### config.mk
export PLATFORM = sky130hd
export DESIGN_NAME = div_result_display
export DESIGN_NICKNAME = d
export VERILOG_FILES = /design/src/rtl/div_disp_pkg.sv /design/src/rtl/div_result_display_seg7_decoder.sv /design/src/rtl/div_result_display.sv
export SDC_FILE = /design/constraint.sdc
export NUM_CORES = 1
export LEC_CHECK = 0
export ABC_AREA = 1
export BUFFER_PORTS_ARGS = -buffer_cell sky130_fd_sc_hd__buf_2
export CAP_MARGIN = 20
export CORE_ASPECT_RATIO = 0.75
export CORE_MARGIN = 3
export CORE_UTILIZATION = 55
export CTS_BUF_LIST = sky130_fd_sc_hd__clkbuf_8 sky130_fd_sc_hd__clkbuf_16
export DETAILED_ROUTE_END_ITERATION = 10
export PLACE_DENSITY = 0.76
export SLEW_MARGIN = 0
export SYNTH_ARGS = -nofsm -noshare
export SYNTH_HDL_FRONTEND = slang
export SYNTH_HIERARCHICAL = 1
export SYNTH_SLANG_ARGS = --single-unit
### constraint.sdc
create_clock -name clk -period 1.9 [get_ports clk]
set_input_delay 0.38 -clock clk [delete_from_list [all_inputs] [get_ports clk]]
set_output_delay 0.38 -clock clk [all_outputs]
set_load 0.01 [all_outputs]
### src/rtl/div_disp_pkg.sv
// Shared types and constants for the divider result display.
// Digit codes 0..9 are BCD; codes A..F carry the non-numeric glyphs.
package div_disp_pkg;

    typedef enum logic {IDLE, CONV} state_t;

    localparam int DIG_IDX_W = 2;

    localparam logic [6:0] SEG_BLANK = 7'h7F;
    localparam logic [6:0] SEG_E     = 7'h06;
    localparam logic [6:0] SEG_R     = 7'h2F;
    localparam logic [6:0] SEG_DASH  = 7'h3F;

    // Active-low {g,f,e,d,c,b,a}; element 0 is the rightmost entry.
    localparam logic [9:0][6:0] SEG_TABLE = {
        7'h10, 7'h00, 7'h78, 7'h02, 7'h12,
        7'h19, 7'h30, 7'h24, 7'h79, 7'h40
    };

    localparam logic [3:0] CODE_E     = 4'hA;
    localparam logic [3:0] CODE_R     = 4'hB;
    localparam logic [3:0] CODE_DASH  = 4'hC;
    localparam logic [3:0] CODE_BLANK = 4'hF;

    // Double-dabble correction: add 3 to every BCD nibble that is 5 or more.
    function automatic logic [7:0] dd_adjust(input logic [7:0] bcd);
        logic [3:0] hi;
        logic [3:0] lo;
        hi = bcd[7:4];
        lo = bcd[3:0];
        if (hi >= 4'd5) hi = hi + 4'd3;
        if (lo >= 4'd5) lo = lo + 4'd3;
        return {hi, lo};
    endfunction

endpackage

### src/rtl/div_result_display_seg7_decoder.sv
// Combinational digit-code to active-low 7-segment decoder.
// Codes 0..9 map to numerals; A/B/C map to E, r, dash; anything else is blank.
module seg7_decoder
    import div_disp_pkg::*;
(
    input  logic [3:0] code_i,
    output logic [6:0] seg_o
);

    always_comb begin
        seg_o = SEG_BLANK;
        case (code_i)
            4'd0:      seg_o = SEG_TABLE[0];
            4'd1:      seg_o = SEG_TABLE[1];
            4'd2:      seg_o = SEG_TABLE[2];
            4'd3:      seg_o = SEG_TABLE[3];
            4'd4:      seg_o = SEG_TABLE[4];
            4'd5:      seg_o = SEG_TABLE[5];
            4'd6:      seg_o = SEG_TABLE[6];
            4'd7:      seg_o = SEG_TABLE[7];
            4'd8:      seg_o = SEG_TABLE[8];
            4'd9:      seg_o = SEG_TABLE[9];
            CODE_E:    seg_o = SEG_E;
            CODE_R:    seg_o = SEG_R;
            CODE_DASH: seg_o = SEG_DASH;
            default:   seg_o = SEG_BLANK;
        endcase
    end

endmodule

### src/rtl/div_result_display.sv
// Divider result display: valid/ready capture, 4-step double-dabble, 4-digit scan.
// Optional DIV_DISP_ERR_BLINK_EN blinks "Err-" every BLINK_DIV frames.
module div_result_display
    import div_disp_pkg::*;
#(
    parameter int SCAN_DIV  = 50000,
    parameter int BLINK_DIV = 64
) (
    input  logic       clk,
    input  logic       rst_n,
    input  logic       valid_in,
    output logic       ready_out,
    input  logic [3:0] q_in,
    input  logic [3:0] r_in,
    input  logic       err_in,
    output logic [6:0] seg,
    output logic [3:0] an,
    output logic       disp_valid
);

    localparam int SCAN_W = (SCAN_DIV > 2) ? $clog2(SCAN_DIV) : 1;

    if (SCAN_DIV < 2 || BLINK_DIV < 1) begin : g_bad_param
        $error("div_result_display: SCAN_DIV must be >= 2 and BLINK_DIV >= 1");
    end

    // Handshake: a result transfers on a rising edge where valid_in && ready_out.
    state_t                state_q;
    logic                  ready_q;
    logic [3:0]            qbin_q, rbin_q;
    logic                  err_q;
    logic [7:0]            qbcd_q, rbcd_q, qbcd_d, rbcd_d;
    logic [1:0]            iter_q;
    logic [3:0][3:0]       dig_q, dig_d;
    logic                  disp_valid_q, disp_err_q;
    logic [SCAN_W-1:0]     scan_cnt_q;
    logic [DIG_IDX_W-1:0]  idx_q;
    logic [6:0]            seg_q, dec_seg;
    logic [3:0]            an_q, cur_code;
    logic                  accept, scan_wrap, blank_now;

    assign accept    = (state_q == IDLE) && valid_in;
    assign scan_wrap = (scan_cnt_q == SCAN_W'(SCAN_DIV - 1));

    always_comb begin
        qbcd_d = (dd_adjust(qbcd_q) << 1) | {7'd0, qbin_q[3]};
        rbcd_d = (dd_adjust(rbcd_q) << 1) | {7'd0, rbin_q[3]};
        // dig_d[0] is the leftmost digit so it lines up with scan index 0.
        if (err_q) begin
            dig_d = {CODE_DASH, CODE_R, CODE_R, CODE_E};
        end else begin
            dig_d[0] = (qbcd_d[7:4] == 4'd0) ? CODE_BLANK : qbcd_d[7:4];
            dig_d[1] = qbcd_d[3:0];
            dig_d[2] = (rbcd_d[7:4] == 4'd0) ? CODE_BLANK : rbcd_d[7:4];
            dig_d[3] = rbcd_d[3:0];
        end
    end

    always_ff @(posedge clk or negedge rst_n) begin
        if (!rst_n) begin
            state_q      <= IDLE;
            ready_q      <= 1'b1;
            qbin_q       <= '0;
            rbin_q       <= '0;
            err_q        <= 1'b0;
            qbcd_q       <= '0;
            rbcd_q       <= '0;
            iter_q       <= '0;
            dig_q        <= {4{CODE_BLANK}};
            disp_valid_q <= 1'b0;
            disp_err_q   <= 1'b0;
        end else begin
            case (state_q)
                IDLE: begin
                    if (valid_in) begin
                        qbin_q  <= q_in;
                        rbin_q  <= r_in;
                        err_q   <= err_in;
                        qbcd_q  <= '0;
                        rbcd_q  <= '0;
                        iter_q  <= '0;
                        ready_q <= 1'b0;
                        state_q <= CONV;
                    end
                end
                CONV: begin
                    qbcd_q <= qbcd_d;
                    rbcd_q <= rbcd_d;
                    qbin_q <= {qbin_q[2:0], 1'b0};
                    rbin_q <= {rbin_q[2:0], 1'b0};
                    iter_q <= iter_q + 2'd1;
                    if (iter_q == 2'd3) begin
                        dig_q        <= dig_d;
                        disp_valid_q <= 1'b1;
                        disp_err_q   <= err_q;
                        ready_q      <= 1'b1;
                        state_q      <= IDLE;
                    end
                end
                default: state_q <= IDLE;
            endcase
        end
    end

`ifdef DIV_DISP_ERR_BLINK_EN
    localparam int FRAME_W = (BLINK_DIV > 2) ? $clog2(BLINK_DIV) : 1;
    logic [FRAME_W-1:0] frame_cnt_q;
    logic               blank_phase_q;

    always_ff @(posedge clk or negedge rst_n) begin
        if (!rst_n) begin
            frame_cnt_q   <= '0;
            blank_phase_q <= 1'b0;
        end else if (accept) begin
            frame_cnt_q   <= '0;
            blank_phase_q <= 1'b0;
        end else if (scan_wrap && idx_q == DIG_IDX_W'(3)) begin
            if (frame_cnt_q == FRAME_W'(BLINK_DIV - 1)) begin
                frame_cnt_q   <= '0;
                blank_phase_q <= ~blank_phase_q;
            end else begin
                frame_cnt_q <= frame_cnt_q + 1'b1;
            end
        end
    end

    assign blank_now = disp_err_q && blank_phase_q;
`else
    assign blank_now = 1'b0;
`endif

    assign cur_code = (!disp_valid_q || blank_now) ? CODE_BLANK : dig_q[idx_q];

    seg7_decoder u_dec (
        .code_i (cur_code),
        .seg_o  (dec_seg)
    );

    always_ff @(posedge clk or negedge rst_n) begin
        if (!rst_n) begin
            scan_cnt_q <= '0;
            idx_q      <= '0;
            seg_q      <= SEG_BLANK;
            an_q       <= 4'hF;
        end else begin
            scan_cnt_q <= scan_wrap ? '0 : scan_cnt_q + 1'b1;
            if (scan_wrap) idx_q <= idx_q + 1'b1;
            seg_q <= dec_seg;
            an_q  <= ~(4'b1000 >> idx_q);
        end
    end

    assign ready_out  = ready_q;
    assign disp_valid = disp_valid_q;
    assign seg        = seg_q;
    assign an         = an_q;

endmodule

# Yosys cells after proc, flatten, opt, wreduce, memory -nomap -nowiden
# Memories as Yosys holds them, arrays and structs flattened. A register that Yosys moved wholly into a read port is not among the register bits.
# Index checks and enable logic that the tools add are counted.
dict set report classes {
  add_sub_neg 7
  magnitude_cmp 5
  n_eq_ne 4
  n_shift 1
  n_mux 26
  bitwise_logic 4
  n_reduce_logical 6
}
# cell count
set ops {}
lappend ops {{16-bit 2-to-1 mux} 2}
lappend ops {{4-bit 2-to-1 mux} 8}
lappend ops {{8-bit case mux with 2 select lines} 2}
lappend ops {{16-bit by 1-bit adder with 16-bit output, second input constant} 1}
lappend ops {{16-bit equality test, second input constant} 1}
lappend ops {{4-bit by 3-bit >= comparator with 1-bit output, second input constant} 4}
lappend ops {{8-bit by 1-bit bitwise OR with 8-bit output} 2}
lappend ops {{4-bit case mux with 2 select lines} 2}
lappend ops {{4-bit by 2-bit adder with 4-bit output, second input constant} 2}
lappend ops {{4-bit binary-select mux with 2-bit select} 1}
lappend ops {{4-bit zero test} 2}
lappend ops {{8-bit 2-to-1 mux} 1}
lappend ops {{3-bit by 2-bit adder with 3-bit output, second input constant} 2}
lappend ops {{3-bit 2-to-1 mux} 2}
lappend ops {{2-bit AND reduction} 3}
lappend ops {{2-bit by 1-bit adder with 2-bit output, second input constant} 2}
lappend ops {{1-bit 2-to-1 mux} 4}
lappend ops {{4-bit inverter} 1}
lappend ops {{1-bit case mux with 2 select lines} 2}
lappend ops {{2-bit case mux with 2 select lines} 1}
lappend ops {{4-bit by 2-bit >> shifter with 4-bit output, first input constant} 1}
lappend ops {{2-bit by 3-bit < comparator with 1-bit output, second input constant} 1}
lappend ops {{2-bit equality test, second input constant} 1}
lappend ops {{2-bit 2-to-1 mux} 1}
lappend ops {{4 further kinds} 4}
dict set report totals {
  regBits 68
  romBits 112
  elab_cells 70
  memories 1
}
# name depth width read_ports rd_ports_with_merged_regs wr line
set memory_table {}
lappend memory_table {{(name not given)} 16 7 1 1 0 div_result_display_seg7_decoder.sv:12} ;# case (code_i)

# Depth between registers and ports, before layout
dict set report logic_depth {
  word_depth 6
  ltp_mapped 11
  mapped_depth_nobuf 11
}

# Cells and area by module
# Netlist, hierarchy kept.
# mod instances cells_each area_each_um2 seq_area_each_um2
set modules_own_cells {}
lappend modules_own_cells {div_result_display 1 424 3728.6 1911.8}
lappend modules_own_cells {seg7_decoder 1 37 210.2 0.0}

# Worst setup path before layout
# Ideal clock, no wire load.
dict set report synth_path {
  path_kind {register to register}
  startpoint {register idx_q[0]}
  endpoint {register seg_q[3], in the netlist seg[3]}
  arrival_ns 2.027
  slack_ns -0.190
  path_stages_with_launch 10
  path_buffers 1
  synth_period_minus_slack_ns 2.090
  path_cell_list {dfrtp_1 > inv_1 > buf_2 > nor2_1 > o311ai_0 > inv_1 > ha_1 > nand2_1 > nand3_1 > nand2_1}
}
dict set report synth_via {
  elab_chain_cells 3
}
# item line
set synth_lines {}
lappend synth_lines {{start, declared} div_result_display.sv:37} ;# logic [DIG_IDX_W-1:0] idx_q;
lappend synth_lines {{start signal, assigned} div_result_display.sv:147} ;# if (scan_wrap) idx_q <= idx_q + 1'b1;
lappend synth_lines {{4-bit binary-select mux with 2-bit select} div_result_display.sv:132} ;# assign cur_code = (!disp_valid_q || blank_now) ? CODE_BLANK : dig_q[idx_q];
lappend synth_lines {{4-bit 2-to-1 mux (not written as such)} div_result_display.sv:132}
lappend synth_lines {{4-bit 2-to-1 mux} div_result_display.sv:132}
lappend synth_lines {{via cur_code[1]} div_result_display.sv:39} ;# logic [3:0] an_q, cur_code;
lappend synth_lines {{end, declared} div_result_display.sv:38} ;# logic [6:0] seg_q, dec_seg;
# The timed path passes the listed nets, and every way through them passes these cells. The select of a mux whose other input is x is not followed.
# A chain may end at the register's enable or synchronous reset.

# Final worst setup path
dict set report layout_path {
  startpoint {register rbcd_q[4]}
  endpoint {register dig_q[11] in the netlist's numbering}
}
dict set report layout_via {
  elab_chain_cells 6
  word_cells_on_any_way 7
  classes_between {1 x add/sub; 1 x order compare; 3 x mux; 1 x bitwise; 1 x reduce/logical}
}
# item line
set layout_lines {}
lappend layout_lines {{start, declared} div_result_display.sv:32} ;# logic [7:0] qbcd_q, rbcd_q, qbcd_d, rbcd_d;
lappend layout_lines {{start signal, assigned} div_result_display.sv:88} ;# rbcd_q <= rbcd_d;
lappend layout_lines {{4-bit by 3-bit >= comparator with 1-bit output / 3-bit by 2-bit adder with 3-bit output (equally long branches)} div_disp_pkg.sv:31} ;# if (hi >= 4'd5) hi = hi + 4'd3;
lappend layout_lines {{3-bit 2-to-1 mux (*)} div_disp_pkg.sv:31}
lappend layout_lines {{8-bit by 1-bit bitwise OR with 8-bit output (*)} div_result_display.sv:47} ;# rbcd_d = (dd_adjust(rbcd_q) << 1) | {7'd0, rbin_q[3]};
lappend layout_lines {{4-bit zero test} div_result_display.sv:54} ;# dig_d[2] = (rbcd_d[7:4] == 4'd0) ? CODE_BLANK : rbcd_d[7:4];
lappend layout_lines {{4-bit 2-to-1 mux (*)} div_result_display.sv:54}
lappend layout_lines {{16-bit 2-to-1 mux (*)} div_result_display.sv:49} ;# if (err_q) begin
lappend layout_lines {{end signal, assigned} div_result_display.sv:69} ;# dig_q <= {4{CODE_BLANK}};
lappend layout_lines {{end signal, assigned} div_result_display.sv:93} ;# dig_q <= dig_d;
lappend layout_lines {{end, declared} div_result_display.sv:34} ;# logic [3:0][3:0] dig_q, dig_d;
# Mark *: on every way between the ends. The rest lies on a longest branch, timed or not.

==> metrics <==
width of the die=104 µm; maximum clock path buffer count=2; Pre-antenna DRT Iters=4; final hold viol count=0; Placed Area=4230 µm²; vias in the first global route=3098; final wirelength=7540 µm; Vias=3121; reg-to-reg endpoint=dig_q[11]; post-detailed-route wirelength per cell=12.5 µm; critical path startpoint=rbcd_q[4]; cell area after layout=4410 µm²; Leak=2.16 nW; Nets=532; syn_nets=492; crit share post-route=87.0%; num rows=26; worst hold path class=input pin to flip-flop; FMAX=605 MHz; Primary FF master, synth=dfrtp_1; post-synthesis sequential area ratio=48.5%; Yosys Warn Count=6; cell area after synthesis=3940 µm²; RR Startpoint=rbcd_q[4]; clock latency on the worst-skew pair=0.35 ns; Distinct cells, synth=40; outcome=completed; CP endpoint kind=flip-flop; H-tree depth=3; Area contributors post-synth=dfrtp_1 (30%), dfstp_2 (19%), nand2_1 (9.7%); routability congestion estimate=0.915; Avg Cell Area, Syn=8.54 µm²; area grow syn2layout=11.9%; clock sinks=75; max-capacitance violation count=0; Worst-Margin Slew=0.403 ns; core area=6860 µm²; fin util=64.2%; setup TNS=0 ns; unrepaired setup endpoints after global routing=false; Slew Limit Fails=0; Seq cells post-synth=75; DR iter-0 viols=127; Req. time, crit path=2.18 ns; initial antenna violation count=0; Power, Total=6.27 mW; die area=8220 µm²; layout cells sized above 1=21.7%; gate count of the mapped netlist=461; Data arrival, critical path=1.93 ns; Synth top area share=29.9%; Setup WS post-layout=0.247 ns; register area=1910 µm²; TritonCTS clock tree=built; Congestion Overflow GR=0; first-pass GRT wire length=13700 µm; HPWL after DPL=5600 µm; biggest area consumer among synthesized cells=dfrtp_1; Setup WS pre-CTS=0.104 ns; Fillers=572; Starting Density=57.4%; Antenna Nets Post-Route=0; Setup-failing EPs final=0; Worst Hold End=rbin_q[0]; number of buffers created by CTS=9; area occupied by multi-input gates=1700 µm²; hold path depth=3; Tot GR Track Use=20.5%; final routed DRC violation total=0; port bufs=24; Worst R2R Path Depth=11; worst relative slew slack=73.0%; ANT cells=0; root buffer cell=clkbuf_8; Die H=79.3 µm; clock skew=0.00977 ns; CP startpoint kind=flip-flop; pin count of the biggest net entering global routing=53; Worst VDD drop=0.778 mV; WS Path Type=flip-flop to flip-flop; flop-to-flop setup slack=0.25 ns; number of enable flip-flop cells after synthesis=0; clock-pin slew on the worst setup and hold paths=0.08 ns; ys async rst share=100%; minimum clock period=1.65 ns; Power Density=1420 nW/µm²; worst-path fanout max=6; routed vias/inst=5.17; I/O pin total=25; Worst Hold Launch=r_in[0]
==> synthesized netlist by cell type (2+ instances only) <==
cell type / number
nand2_1: 102
inv_1: 66
dfrtp_1: 47
nor2_1: 45
dfstp_2: 28
nand3_1: 24
o21ai_0: 23
ha_1: 19
o22ai_1: 19
xor2_1: 10
nand4_1: 9
nand2_2: 8
a21oi_1: 7
inv_2: 6
o21ai_1: 6
nor2_2: 5
a22oi_1: 4
nor3_1: 4
buf_2: 3
o211ai_1: 3
and2_1: 2
buf_6: 2
o21ai_2: 2
==> registers in the layout, indices dropped and copies added, names as in the netlist, 2 cells and up <==
register	cells
dig_q	16
scan_cnt_q	16
qbcd_q	8
rbcd_q	8
seg	7
an	4
qbin_q	4
rbin_q	4
idx_q	2
iter_q	2
==> cells by family after synthesis <==
logic type | after synthesis | share of synthesized area, %
buf+inv | 80 | 8.26
xor+xnor | 11 | 2.45
flops | 75 | 48.5
simple gates | 208 | 24.5
fa+ha+maj | 19 | 6.04
compound gates | 68 | 10.2
==> metrics by stage <==
| stage | instances | hold WS (ns) |
|---|---|---|
| floorplan | 461 | 0.0844 |
| global placement | 587 | 0.292 |
| detailed placement | 587 | 0.296 |
| CTS | 604 | 0.216 |
| global route | 604 | 0.232 |
| finish | 604 | 0.229 |
==> what timing repair did <==
item                       in CTS  in global routing
setup endpoints to repair       0                  7
hold buffers                    1                  0
buffers inserted                0                  0
hold endpoints to repair        4                  0
gates resized for setup         0                  3
==> where the power goes <==
| part | leakage [nW] | total (mW) | internal [mW] | switching [mW] |
|---|---|---|---|---|
| logic | 1.20 | 2.70 | 0.985 | 1.71 |
| registers | 0.890 | 2.52 | 2.25 | 0.269 |
| clock network | 0.0770 | 1.05 | 0.465 | 0.588 |
| total | 2.16 | 6.27 | 3.70 | 2.57 |
==> routing by layer <==
layer	share of wire, %	track usage [%]
met1	48	27.7
met2	46	33.0
met4	0.98	6.91
met3	5.4	4.96
met5	0	0
==> placed cells by master (no fill, tap or decap), types with 4 or more instances in the layout <==
cell / synthesis / final
nor2_1: 45 / 45
a21oi_1: 7 / 7
dfrtp_1: 47 / 46
ha_1: 19 / 19
buf_2: 3 / 23
o21ai_1: 6 / 8
o21ai_0: 23 / 21
nand2_2: 8 / 8
a22oi_1: 4 / 4
xor2_1: 10 / 10
nor3_1: 4 / 4
nand4_1: 9 / 9
nand2_1: 102 / 102
nand3_1: 24 / 24
buf_4: 1 / 10
inv_1: 66 / 66
clkinvlp_4: 0 / 4
inv_2: 6 / 6
clkbuf_8: 0 / 9
o22ai_1: 19 / 19
dfstp_2: 28 / 28
nor2_2: 5 / 5
==> final cells by class <==
class | instances | share of cell area, %
clock buffers | 9 | 2.81
clock inverters | 7 | 1.02
inverters | 74 | 6.36
multi-input cells | 306 | 38.6
flip-flops and latches | 75 | 43.4
well taps | 98 | 2.78
repair buffers | 35 | 5.00
==> worst max-delay path, cell delays in order, from the launching register on <==
cell and delay [ns]:
dfrtp_1 0.41, inv_1 0.10, ha_1 0.22, inv_1 0.05, nand2_1 0.14, nand3_2 0.13
nand2_1 0.05, nand2_1 0.11, nand2_1 0.08, nor2_2 0.13, nor2_1 0.07, nor2_1 0.10
==> worst max path at each step <==
stage,slack (ns),end,depth (start not counted)
after CTS,0.1,seg[0],8
final,0.25,dig_q[11],11
after floorplan,0.007,seg[3],9
after global routing,0.02,seg[6],9
after detailed placement,0.10,seg[0],8
after global placement,0.22,seg[2],8
Note: power is estimated with default switching activity, not from simulation.
